<file path="src/rtl/alu_op_sequencer.sv">
// alu_op_sequencer
//   Issue/retire stage in front of a combinational ALU. It accepts one command
//   at a time over a valid/ready handshake and registers the operands and
//   opcode that drive the ALU. After one evaluation cycle it captures the ALU
//   result and flags into an output register, which is presented downstream
//   over valid/ready. It also keeps an accumulator and a carry flag. The carry
//   flag drives the ALU carry input, and the accumulator can replace operand A,
//   so multi-byte add-with-carry chains need no help from the host.
//
// Ports
//   i_clk, i_rst         clock; synchronous active-high reset
//   i_cmd_valid          command present
//   o_cmd_ready          command accepted this cycle
//   i_cmd_opcode         ALU opcode (1 ADD, 2 ADC, 3 SUB, 4 INC, 5 DEC,
//                        6 AND, 7 NOT, 8 ROL, 9 ROR)
//   i_cmd_a, i_cmd_b     operands (A is ignored when i_cmd_use_acc=1)
//   i_cmd_use_acc        take operand A from the accumulator
//   o_alu_a, o_alu_b     registered ALU operands
//   o_alu_opcode         registered ALU opcode, 0 while idle
//   o_alu_car_in         ALU carry input (the architectural carry flag)
//   i_alu_*              ALU result and status flags
//   o_res_valid          result register holds an unconsumed result
//   i_res_ready          downstream takes the result
//   o_res_y, o_res_flags captured result and {invalid,parity,zero,borrow,carry}
//   o_acc_out            accumulator
//   o_carry_flag         architectural carry/borrow flag
//   o_ops_retired        count of valid ops retired, saturating
module alu_op_sequencer #(
  parameter int BUS_WIDTH = 8,
  parameter int CNT_WIDTH = 16
) (
  input  logic                 i_clk,
  input  logic                 i_rst,
  input  logic                 i_cmd_valid,
  output logic                 o_cmd_ready,
  input  logic [3:0]           i_cmd_opcode,
  input  logic [BUS_WIDTH-1:0] i_cmd_a,
  input  logic [BUS_WIDTH-1:0] i_cmd_b,
  input  logic                 i_cmd_use_acc,
  output logic [BUS_WIDTH-1:0] o_alu_a,
  output logic [BUS_WIDTH-1:0] o_alu_b,
  output logic [3:0]           o_alu_opcode,
  output logic                 o_alu_car_in,
  input  logic [BUS_WIDTH-1:0] i_alu_y,
  input  logic                 i_alu_car_out,
  input  logic                 i_alu_borrow,
  input  logic                 i_alu_zero,
  input  logic                 i_alu_parity,
  input  logic                 i_alu_invalid_op,
  output logic                 o_res_valid,
  input  logic                 i_res_ready,
  output logic [BUS_WIDTH-1:0] o_res_y,
  output logic [4:0]           o_res_flags,
  output logic [BUS_WIDTH-1:0] o_acc_out,
  output logic                 o_carry_flag,
  output logic [CNT_WIDTH-1:0] o_ops_retired
);

  typedef enum logic [1:0] {
    IDLE = 2'd0,
    EXEC = 2'd1,
    HOLD = 2'd2
  } state_t;

  localparam logic [3:0] OP_ADD = 4'd1;
  localparam logic [3:0] OP_ADC = 4'd2;
  localparam logic [3:0] OP_SUB = 4'd3;
  localparam logic [3:0] OP_INC = 4'd4;
  localparam logic [3:0] OP_DEC = 4'd5;

  state_t               r_state;
  logic [BUS_WIDTH-1:0] r_alu_a;
  logic [BUS_WIDTH-1:0] r_alu_b;
  logic [3:0]           r_alu_opcode;
  logic                 r_res_valid;
  logic [BUS_WIDTH-1:0] r_res_y;
  logic [4:0]           r_res_flags;
  logic [BUS_WIDTH-1:0] r_acc;
  logic                 r_carry;
  logic [CNT_WIDTH-1:0] r_ops;

  logic                 w_cmd_ready;
  logic                 w_accept;

  // In HOLD a new command may enter only in the cycle the held result retires.
  assign w_cmd_ready = (r_state == IDLE) || ((r_state == HOLD) && i_res_ready);
  assign w_accept    = w_cmd_ready && i_cmd_valid;

  always_ff @(posedge i_clk) begin
    if (i_rst) begin
      r_state      <= IDLE;
      r_alu_a      <= '0;
      r_alu_b      <= '0;
      r_alu_opcode <= '0;
      r_res_valid  <= 1'b0;
      r_res_y      <= '0;
      r_res_flags  <= '0;
      r_acc        <= '0;
      r_carry      <= 1'b0;
      r_ops        <= '0;
    end else begin
      case (r_state)
        IDLE: begin
          if (w_accept) begin
            r_alu_a      <= i_cmd_use_acc ? r_acc : i_cmd_a;
            r_alu_b      <= i_cmd_b;
            r_alu_opcode <= i_cmd_opcode;
            r_state      <= EXEC;
          end
        end

        EXEC: begin
          r_res_y     <= i_alu_y;
          r_res_flags <= {i_alu_invalid_op, i_alu_parity, i_alu_zero,
                          i_alu_borrow, i_alu_car_out};
          r_res_valid <= 1'b1;
          // An invalid opcode still produces a result but leaves no trace in
          // the architectural state.
          if (!i_alu_invalid_op) begin
            r_acc <= i_alu_y;
            if ((r_alu_opcode == OP_ADD) || (r_alu_opcode == OP_ADC) ||
                (r_alu_opcode == OP_INC)) begin
              r_carry <= i_alu_car_out;
            end else if ((r_alu_opcode == OP_SUB) || (r_alu_opcode == OP_DEC)) begin
              r_carry <= i_alu_borrow;
            end
            if (r_ops != {CNT_WIDTH{1'b1}}) begin
              r_ops <= r_ops + 1'b1;
            end
          end
          r_state <= HOLD;
        end

        HOLD: begin
          if (i_res_ready) begin
            r_res_valid <= 1'b0;
            // The accumulator was already updated at the end of EXEC, so a
            // back-to-back use_acc command sees the previous result here.
            if (i_cmd_valid) begin
              r_alu_a      <= i_cmd_use_acc ? r_acc : i_cmd_a;
              r_alu_b      <= i_cmd_b;
              r_alu_opcode <= i_cmd_opcode;
              r_state      <= EXEC;
            end else begin
              r_alu_opcode <= '0;
              r_state      <= IDLE;
            end
          end
        end

        default: begin
          r_state <= IDLE;
        end
      endcase
    end
  end

  assign o_cmd_ready   = w_cmd_ready;
  assign o_alu_a       = r_alu_a;
  assign o_alu_b       = r_alu_b;
  assign o_alu_opcode  = r_alu_opcode;
  assign o_alu_car_in  = r_carry;
  assign o_res_valid   = r_res_valid;
  assign o_res_y       = r_res_y;
  assign o_res_flags   = r_res_flags;
  assign o_acc_out     = r_acc;
  assign o_carry_flag  = r_carry;
  assign o_ops_retired = r_ops;

endmodule

</file>
<file path="config.mk">
export PLATFORM = sky130hd
export DESIGN_NAME = alu_op_sequencer
export DESIGN_NICKNAME = d
export VERILOG_FILES = /design/src/rtl/alu_op_sequencer.sv
export SDC_FILE = /design/constraint.sdc
export NUM_CORES = 1
export LEC_CHECK = 0
export BUFFER_PORTS_ARGS = -buffer_cell sky130_fd_sc_hd__buf_2
export CORE_MARGIN = 2
export CORE_UTILIZATION = 43
export DETAILED_ROUTE_END_ITERATION = 12
export PLACE_DENSITY = 0.75
export RECOVER_POWER = 100
export SLEW_MARGIN = 10
export SYNTH_ARGS = -nofsm -noshare
export SYNTH_HDL_FRONTEND = slang
export SYNTH_SLANG_ARGS = --single-unit
</file>
<file path="constraint.sdc">
create_clock -name i_clk -period 2.3 [get_ports i_clk]
set_clock_uncertainty 0.2 [all_clocks]
set_input_delay 0 -clock i_clk [delete_from_list [all_inputs] [get_ports i_clk]]
set_output_delay 0 -clock i_clk [all_outputs]
set_load 0.005 [all_outputs]
</file>
==> impl_metrics.env, run 1 <==
export IMPL_status="complete, no violations"
export IMPL_finalSetupViolCount=0
export IMPL_wl_per_cell_um=13.61
export IMPL_min_from="i_cmd_valid"
export IMPL_critical_path_slowest_cell="dlygate4sd3_1"
export IMPL_irDropWorstVdd_v=0.0002811
export IMPL_synth_top_area_cell="dfxtp_1"
export IMPL_grt_pass1_wl_um=11430
export IMPL_rsz0062_at_grt="false"
export IMPL_min_path_type="in2reg"
export IMPL_clk_path_buf_depth=2
export IMPL_synth_common_cells="61 x dfxtp_1, 44 x nand2_1, 32 x nor2_1"
export IMPL_yosys_warnings=0
export IMPL_synth_edf_count=0
export IMPL_synthArstFlopShare=0
export IMPL_grt_pass1_vias=2478
export IMPL_yosys_top_cells_area="dfxtp_1 48%, mux2i_1 9.0%, nand2_1 6.5%"
export IMPL_grt_max_degree=38
export IMPL_grtUsageMet1=0.2698
export IMPL_tritoncts="yes"
export IMPL_firstDrtPassIters=4
export IMPL_clk_pin_slew_worst_paths_ns=0.06
export IMPL_met3_usage=0.03667
export IMPL_maxCapViolCount=0
export IMPL_powerDensity_nw_per_um2=594.4
export IMPL_regToRegEndpoint="o_ops_retired[13]"
export IMPL_synth_most_common_cell="dfxtp_1"
export IMPL_insertion_delay_ns=0.32
export IMPL_drv_slew=0
export IMPL_syn_avg_cell_area_um2=8.746
export IMPL_p_int_w=0.001693
export IMPL_synth_top_family_by_area="simple AND/OR/NAND/NOR gates"
export IMPL_path_class="in2reg"
export IMPL_vias_per_cell=5.089
export IMPL_stdcell_count=528
export IMPL_finalHoldViolCount=0
export IMPL_busiest_layer="met2"
export IMPL_path_max_fanout=3
export IMPL_p_sw_frac=0.2502
export IMPL_gr_total_overflow=0
export IMPL_tightest_slew_ns=0.7556
export IMPL_dieWidth_um=80.93
export IMPL_path_buf_inv=2
export IMPL_period_share=0.9551
export IMPL_power_frac_comb=0.146
export IMPL_netlist_area_um2=2545
export IMPL_yosys_area_share_adder=0.004916
export IMPL_synth_cell_type_count=40
export IMPL_synth_seq_cells=61
export IMPL_muxShareOfSynthArea=0.1037
export IMPL_postLayoutCoreUtil=0.6532
export IMPL_drc_errors=0
export IMPL_cp_cell_sequence="dlygate4sd3_1 > clkbuf_1 > or3b_1 > or4_1 > nor4b_1 > mux2_1"
export IMPL_relSlewSlack=0.4962
export IMPL_end_kind="register"
export IMPL_die_y_um=80.93
export IMPL_power_share_clock=0.352
export IMPL_cts_num_sinks=61
export IMPL_io_pins=99
export IMPL_nets=488
export IMPL_timing_rr_start="r_state[1]"
export IMPL_io_buffers=98
export IMPL_grtUsageMet2=0.3860
export IMPL_synthToLayoutAreaGrowth_pct=49.26
export IMPL_start_util=0.4376
export IMPL_hold_path_depth=5
export IMPL_fmax_ghz=0.4552
export IMPL_place_gp_congestion=0.7570
export IMPL_seqPwrFrac=0.502
export IMPL_slowest_delay_ns=0.54
export IMPL_drtIter0Drc=107
export IMPL_multiInputGateArea_um2=1231
export IMPL_whs_ns=0.1032
export IMPL_layout_drive_gt1_share=0.2075
export IMPL_synth_compound_area_frac=0.1391
export IMPL_p_leak_nw=1.572
export IMPL_min_to="o_alu_opcode[2]"
export IMPL_root_buffer="clkbuf_8"
export IMPL_hpwl_um=4412
export IMPL_crit_path_start_kind="primary input"
export IMPL_antennaDiodeCount=0
export IMPL_cts_setup_buffers=0
export IMPL_crit_arrival_ns=2.21
export IMPL_tns_ns=0
export IMPL_yosysSeqAreaShare=0.4798
export IMPL_synthCells=291
export IMPL_fin_area_um2=3799
export IMPL_ant_nets=0
export IMPL_routed_wl_um=7184
export IMPL_seq_area_um2=1221
export IMPL_synth_xor_area_frac=0.006883
export IMPL_synth_fp_nets=330
export IMPL_grt_total_usage=0.2260
export IMPL_cts_made_buffers=9
export IMPL_fill_cells=531
export IMPL_critical_path_top_delay_family="simple AND/OR/NAND/NOR gates"
export IMPL_core_area_um2=5816
export IMPL_dieArea_um2=6550
export IMPL_dominantRegCellSynth="dfxtp_1"
export IMPL_htreeDepth=3
export IMPL_antenna_found_initial=0
export IMPL_placed_area_um2=3162
export IMPL_reg2regPathDepth=4
export IMPL_via_count=2687
export IMPL_synth_top_area_share=0.4798
export IMPL_power_switching_w=0.0005648
export IMPL_dp_cells=459
export IMPL_rrSetupSlack_ns=0.11
export IMPL_cp_depth=6
export IMPL_cp_required_ns=2.31
export IMPL_synthSimpleGateAreaFrac=0.2237
export IMPL_rows=28
export IMPL_fin_crit_ns=2.197
-- layer usage --
metal  vias up  part of all wire
met5         -                 0
met4         0             0.031
met3        21             0.039
met2        79              0.51
met1      1253              0.42
li1       1334                 -
-- registers in the layout, summed over array words and instances, names as in the netlist --
register,count
o_acc_out,8
o_alu_a,8
o_alu_b,8
o_alu_car_in,1
o_alu_opcode,4
o_ops_retired,16
o_res_flags,5
o_res_valid,1
o_res_y,8
r_state,2
-- kinds of logic after synthesis --
group	count (synthesis)
xor+xnor	2
mux	26
simple gates	118
fa+ha+maj	1
flops	61
buf+inv	24
compound gates	59
-- power by group through the flow --
| stage | combinational, W | sequential (W) | clock (W) |
|---|---|---|---|
| 2_1_floorplan | 0.000137 | 0.00116 | 0 |
| 3_3_place_gp | 0.000251 | 0.00115 | 0 |
| 3_5_place_dp | 0.000258 | 0.00115 | 0 |
| 4_1_cts | 0.000333 | 0.00113 | 0.000817 |
| 5_1_grt | 0.000367 | 0.00114 | 0.000869 |
| 6_report | 0.000330 | 0.00113 | 0.000795 |
-- worst max path at each step --
| stage | start | endpoint | slack (ns) |
|---|---|---|---|
| floorplan | r_state[1] | o_ops_retired[13] | 0.08 |
| global placement | r_state[1] | o_ops_retired[13] | 0.18 |
| detailed placement | r_state[1] | o_ops_retired[13] | 0.16 |
| CTS | i_alu_invalid_op | o_ops_retired[13] | 0.14 |
| global route | o_ops_retired[0] | o_ops_retired[14] | 0.02 |
| finish | i_alu_invalid_op | o_ops_retired[13] | 0.10 |
-- worst register-to-register path, cell delays in order (launching register included) --
cell	delay [ns]
dfxtp_1	0.31
or3b_1	0.39
or4_1	0.52
nor4b_1	0.30
mux2_1	0.36
-- through the flow --
| step | power (W) | setup WS [ns] |
|---|---|---|
| after floorplan | 0.001295 | 0.08205 |
| after global routing | 0.002374 | 0.01835 |
| after CTS | 0.002282 | 0.1355 |
| after global placement | 0.001404 | 0.1811 |
| after detailed placement | 0.001412 | 0.1626 |
| final | 0.002258 | 0.1034 |
-- area by class of cell --
class,count,share of cell area
tap,75,0.02470
clock inverter,2,0.002635
multi-input combinational,206,0.3241
inverter,5,0.004941
sequential,61,0.3215
clock buffer,13,0.03920
timing repair buffer,166,0.2829
-- placed cells by master (no fill, tap or decap), drive strengths merged --
master and instances:
xor2 2, and3 1, dfxtp 61, a211oi 11, o21ai 8, nand2b 1, nor3b 2, nor2b 9
a31oi 1, ha 1, a21oi 31, clkbuf 54, nand2 44, nand3b 1, clkinv 2, nand3 6
buf 71, a311oi 1, nor4b 1, or3 4, o31ai 4, nand4 3, dlygate4sd3 54, and4b 1
or4 6, or3b 1, nor2 32, mux2 3, mux2i 23, nor3 2, a2111oi 1, inv 5
nor4 3, or2 1, o41ai 2
-- repair_timing --
| item | in CTS | in global routing |
|---|---|---|
| hold endpoints to repair | 50 | 0 |
| resized for setup | 0 | 1 |
| setup endpoints to repair | 0 | 4 |
| hold buffers | 54 | 0 |
Power figures use the tool's default switching activity.
==> run 2, diff against run 1 <==
--- a/config.mk
+++ b/config.mk
@@ -10,7 +10,7 @@
 export CORE_UTILIZATION = 43
 export DETAILED_ROUTE_END_ITERATION = 12
 export PLACE_DENSITY = 0.75
-export RECOVER_POWER = 100
+export RECOVER_POWER = 50
 export SLEW_MARGIN = 10
 export SYNTH_ARGS = -nofsm -noshare
 export SYNTH_HDL_FRONTEND = slang
==> impl_metrics.env, run 2 (synthesis results as in run 1) <==
export IMPL_powerDensity_nw_per_um2=593.4
export IMPL_cp_depth=6
export IMPL_fill_cells=529
export IMPL_dieWidth_um=80.93
export IMPL_irDropWorstVdd_v=0.0002818
export IMPL_grt_total_usage=0.2260
export IMPL_tightest_slew_ns=0.7588
export IMPL_via_count=2706
export IMPL_relSlewSlack=0.4942
export IMPL_clk_path_buf_depth=2
export IMPL_firstDrtPassIters=4
export IMPL_rows=28
export IMPL_clk_pin_slew_worst_paths_ns=0.06
export IMPL_cts_num_sinks=61
export IMPL_antennaDiodeCount=0
export IMPL_cp_cell_sequence="dlygate4sd3_1 > buf_2 > or3b_4 > or4_4 > nor4b_1 > mux2_1"
export IMPL_critical_path_slowest_cell="dlygate4sd3_1"
export IMPL_gr_total_overflow=0
export IMPL_place_gp_congestion=0.7570
export IMPL_placed_area_um2=3162
export IMPL_seq_area_um2=1221
export IMPL_path_buf_inv=2
export IMPL_start_util=0.4376
export IMPL_period_share=0.9439
export IMPL_pre_cts_ws_ns=0.1626
export IMPL_synthToLayoutAreaGrowth_pct=50.05
export IMPL_reg2regPathDepth=4
export IMPL_drc_errors=0
export IMPL_insertion_delay_ns=0.33
export IMPL_layout_common_cells="65 x buf_2, 61 x dfxtp_1, 54 x dlygate4sd3_1"
export IMPL_nets=488
export IMPL_path_max_fanout=3
export IMPL_tns_ns=0
export IMPL_fin_area_um2=3819
export IMPL_finalHoldViolCount=0
export IMPL_cts_made_buffers=9
export IMPL_maxCapViolCount=0
export IMPL_path_class="in2reg"
export IMPL_routed_wl_um=7167
export IMPL_root_buffer="clkbuf_8"
export IMPL_ant_nets=0
export IMPL_end_kind="register"
export IMPL_largest_reg_flops=16
export IMPL_dieArea_um2=6550
export IMPL_cp_required_ns=2.32
export IMPL_wl_per_cell_um=13.57
export IMPL_status="complete, no violations"
export IMPL_grt_pass1_wl_um=11430
export IMPL_fin_ws_ns=0.1291
export IMPL_io_buffers=98
export IMPL_slowest_delay_ns=0.54
export IMPL_vias_per_cell=5.125
export IMPL_crit_path_start_kind="primary input"
export IMPL_htreeDepth=3
export IMPL_rsz0062_at_grt="false"
export IMPL_drtIter0Drc=114
export IMPL_layout_drive_gt1_share=0.2185
export IMPL_grt_max_degree=38
export IMPL_min_path_type="in2reg"
export IMPL_p_leak_nw=1.586
export IMPL_critical_path_top_delay_family="simple AND/OR/NAND/NOR gates"
export IMPL_power_total_w=0.002266
export IMPL_io_pins=99
export IMPL_hpwl_um=4412
export IMPL_drv_slew=0
export IMPL_fmax_ghz=0.4606
export IMPL_crit_arrival_ns=2.19
export IMPL_fin_crit_ns=2.171
export IMPL_hold_path_depth=5
export IMPL_mostFrequentLayoutCell="buf_2"
export IMPL_tritoncts="yes"
export IMPL_grt_pass1_vias=2478
export IMPL_finalSetupViolCount=0
export IMPL_core_area_um2=5816
export IMPL_die_y_um=80.93
export IMPL_antenna_found_initial=0
export IMPL_multiInputGateArea_um2=1237
[run 2: cell types whose count changed in the layout (fill, tap and decap cells not counted), sizes merged]
cell,previous run,this run
clkbuf,54,48
buf,71,77
[run 2: worst reg2reg max path, cell delays in order, from the launching register on]
cell and delay, ns:
dfxtp_1 0.31, or3b_4 0.39, or4_4 0.49, nor4b_1 0.29, mux2_1 0.36
[run 2: routing by layer]
layer,up-vias,GRT usage,part of all wire
met1,1262,0.2698,0.41
met5,-,0,0
met2,89,0.3860,0.52
li1,1334,-,-
met3,21,0.03667,0.046
met4,0,0.1254,0.031
[run 2: report_power, final]
group | switching (W) | internal, W | leakage (nW)
Sequential | 0.0000297 | 0.00110 | 0.497
Combinational | 0.000153 | 0.000181 | 1.00
Clock | 0.000387 | 0.000412 | 0.0833
Total | 0.000569 | 0.00170 | 1.59
[run 2: final cells by class]
class	count	share of cell area
Timing Repair Buffer	166	0.2851
Tap cell	75	0.02457
Sequential cell	61	0.3198
Clock buffer	13	0.03899
Inverter	5	0.004915
Clock inverter	2	0.002621
Multi-Input combinational cell	206	0.3241
[run 2: final timing paths]
kind	startpoint	to	slack, ns
setup / recovery	i_alu_invalid_op	o_ops_retired[13]	0.13
hold / removal	i_cmd_valid	r_state[0]	0.09
setup reg to reg	r_state[1]	o_ops_retired[13]	0.14
hold reg to reg	o_res_flags[0]	o_res_flags[0]	0.26
[run 2: per-stage QoR]
stage / hold slack [ns] / std cells / utilization
6_report: 0.09236 / 528 / 0.6566
5_1_grt: 0.1164 / 528 / 0.6566
4_1_cts: 0.05250 / 528 / 0.6639
3_5_place_dp: 0.04879 / 459 / 0.5437
3_3_place_gp: 0.02976 / 459 / 0.5437
2_1_floorplan: -0.06403 / 291 / -
[run 2: what timing repair did]
| item | CTS | global route |
|---|---|---|
| gates resized for setup | 0 | 1 |
| endpoints found under the setup margin | 0 | 4 |
| buffers inserted | 0 | 0 |
| hold buffers | 54 | 0 |
| hold endpoints to repair | 50 | 0 |
==> run 3, diff against run 2 <==
--- a/config.mk
+++ b/config.mk
@@ -7,10 +7,9 @@
 export LEC_CHECK = 0
 export BUFFER_PORTS_ARGS = -buffer_cell sky130_fd_sc_hd__buf_2
 export CORE_MARGIN = 2
-export CORE_UTILIZATION = 43
+export CORE_UTILIZATION = 48
 export DETAILED_ROUTE_END_ITERATION = 12
-export PLACE_DENSITY = 0.75
-export RECOVER_POWER = 50
+export PLACE_DENSITY = 0.79
 export SLEW_MARGIN = 10
 export SYNTH_ARGS = -nofsm -noshare
 export SYNTH_HDL_FRONTEND = slang
==> constraint.sdc (replaced) <==
create_clock -name i_clk -period 2.1 [get_ports i_clk]
set_clock_uncertainty 0.2 [all_clocks]
set_input_delay 0 -clock i_clk [delete_from_list [all_inputs] [get_ports i_clk]]
set_output_delay 0 -clock i_clk [all_outputs]
set_load 0.005 [all_outputs]
==> impl_metrics.env, run 3 (synthesis results as in run 1) <==
export IMPL_hpwl_um=4302
export IMPL_slowest_delay_ns=0.44
export IMPL_regToRegEndpoint="o_ops_retired[13]"
export IMPL_tightest_slew_ns=0.4918
export IMPL_cp_depth=4
export IMPL_end_kind="register"
export IMPL_dp_cells=458
export IMPL_mostFrequentLayoutCell="buf_2"
export IMPL_p_sw_frac=0.2279
export IMPL_met3_usage=0.06588
export IMPL_clk_path_buf_depth=2
export IMPL_maxCapViolCount=0
export IMPL_min_path_type="in2reg"
export IMPL_fin_crit_ns=2.081
export IMPL_critical_path_slowest_cell="or4_4"
export IMPL_fmax_ghz=0.4806
export IMPL_grt_total_usage=0.2711
export IMPL_rows=26
export IMPL_io_pins=99
export IMPL_path_max_fanout=3
export IMPL_grt_pass1_wl_um=12620
export IMPL_whs_ns=0.07251
export IMPL_cp_required_ns=2.14
export IMPL_period_share=0.9908
export IMPL_io_buffers=98
export IMPL_power_share_clock=0.466
export IMPL_clk_pin_slew_worst_paths_ns=0.07
export IMPL_drv_slew=0
export IMPL_rsz0062_at_grt="true"
export IMPL_cts_made_buffers=9
export IMPL_endpoint="o_ops_retired[13]"
export IMPL_fill_cells=329
export IMPL_path_buf_inv=0
export IMPL_seqPwrFrac=0.407
export IMPL_irDropWorstVdd_v=0.0006774
export IMPL_nets=494
export IMPL_path_class="reg2reg"
export IMPL_root_buffer="clkbuf_8"
export IMPL_largest_reg_flops=16
export IMPL_htreeDepth=3
export IMPL_grt_pass1_vias=2679
export IMPL_place_gp_congestion=0.7855
export IMPL_grt_max_degree=27
export IMPL_stdcell_count=530
export IMPL_firstDrtPassIters=4
export IMPL_crit_path_start_kind="register"
export IMPL_insertion_delay_ns=0.34
export IMPL_finalSetupViolCount=0
export IMPL_routed_wl_um=7943
export IMPL_finalHoldViolCount=0
export IMPL_antenna_found_initial=0
export IMPL_vias_per_cell=5.172
export IMPL_via_count=2741
export IMPL_cts_num_sinks=61
export IMPL_layout_common_cells="98 x buf_2, 60 x dfxtp_1, 51 x dlygate4sd3_1"
export IMPL_seq_area_um2=1222
export IMPL_ant_nets=0
export IMPL_busiest_layer="met2"
export IMPL_reg2regPathDepth=4
export IMPL_timing_rr_start="r_state[1]"
export IMPL_drc_errors=0
export IMPL_cp_cell_sequence="or3b_4 > or4_4 > nor4b_2 > mux2_1"
export IMPL_start_util=0.4983
export IMPL_p_int_w=0.002360
export IMPL_status="complete, no violations"
export IMPL_layout_drive_gt1_share=0.3239
export IMPL_dieArea_um2=5901
export IMPL_antennaDiodeCount=0
export IMPL_p_leak_nw=1.801
export IMPL_powerDensity_nw_per_um2=756.4
export IMPL_power_switching_w=0.0006967
export IMPL_tritoncts="yes"
export IMPL_grtUsageMet2=0.4833
export IMPL_critical_path_top_delay_family="simple AND/OR/NAND/NOR gates"
export IMPL_gr_total_overflow=0
export IMPL_crit_arrival_ns=2.12
export IMPL_relSlewSlack=0.6721
export IMPL_dieWidth_um=76.82
export IMPL_die_y_um=76.82
export IMPL_multiInputGateArea_um2=1251
export IMPL_synthToLayoutAreaGrowth_pct=58.80
export IMPL_rrSetupSlack_ns=0.02
export IMPL_core_area_um2=5107
export IMPL_startpoint="r_state[1]"
export IMPL_grtUsageMet1=0.2997
export IMPL_power_frac_comb=0.127
export IMPL_drtIter0Drc=152
export IMPL_wl_per_cell_um=14.99
[run 3: cell types whose count changed in the layout (fill, tap and decap cells not counted), sizes merged]
cell         change
bufinv           +4
clkbuf          -38
buf             +44
dlygate4sd3      -3
[run 3: layout make-up]
class	instances	area share
multi-input combinational	206	0.3096
sequential	61	0.3025
timing repair buffer	172	0.2944
clock buffer	10	0.03406
clock inverter	6	0.03313
tap	70	0.02167
inverter	5	0.004644
[run 3: power by group through the flow]
stage	Sequential (W)	Combinational, W	Clock, W
final	0.00124	0.000388	0.00143
after floorplan	0.00127	0.000151	0
after global placement	0.00126	0.000277	0
after CTS	0.00124	0.000359	0.00143
after global routing	0.00125	0.000423	0.00149
after detailed placement	0.00126	0.000283	0
[run 3: timing repair]
action	CTS	global route
setup endpoints to repair	1	11
endpoints found under the hold margin	54	0
resized for setup	1	4
setup buffers	0	5
pin swaps	0	0
hold buffers	51	0
[run 3: worst min path at each step]
stage / from / to / slack (ns) / cells after the start
2_1_floorplan: i_alu_car_out / o_res_flags[0] / -0.06 / 2
3_3_place_gp: i_cmd_b[3] / o_alu_b[3] / 0.03 / 3
3_5_place_dp: i_cmd_b[0] / o_alu_b[0] / 0.04 / 3
4_1_cts: i_cmd_valid / o_alu_opcode[1] / 0.06 / 5
5_1_grt: i_cmd_valid / r_state[0] / 0.12 / 5
6_report: i_cmd_valid / o_alu_opcode[1] / 0.07 / 5
[run 3: routing by layer]
layer,vias to the layer above,share of wire
li1,1344,-
met1,1287,0.39
met2,87,0.53
met3,23,0.044
met4,0,0.032
met5,-,0
[run 3: per-stage QoR]
| step | instance area, µm² | setup TNS (ns) | util | setup WS [ns] | power [W] |
|---|---|---|---|---|---|
| 3_3_place_gp | 3204 | 0 | 0.6274 | 0.07075 | 0.001540 |
| 6_report | 4041 | 0 | 0.7913 | 0.01933 | 0.003057 |
| 4_1_cts | 3988 | 0 | 0.7807 | 0.01715 | 0.003027 |
| 5_1_grt | 4041 | -0.1208 | 0.7913 | -0.03977 | 0.003161 |
| 2_1_floorplan | 2561 | -0.04178 | - | -0.04178 | 0.001419 |
| 3_5_place_dp | 3204 | 0 | 0.6274 | 0.01838 | 0.001548 |
[run 3: worst reg2reg max path, delay by kind of cell (launching register included)]
kind | cells | cell delay [ns]
flip-flops | 1 | 0.32
multiplexers | 1 | 0.34
AND/OR/NAND/NOR | 3 | 1.11
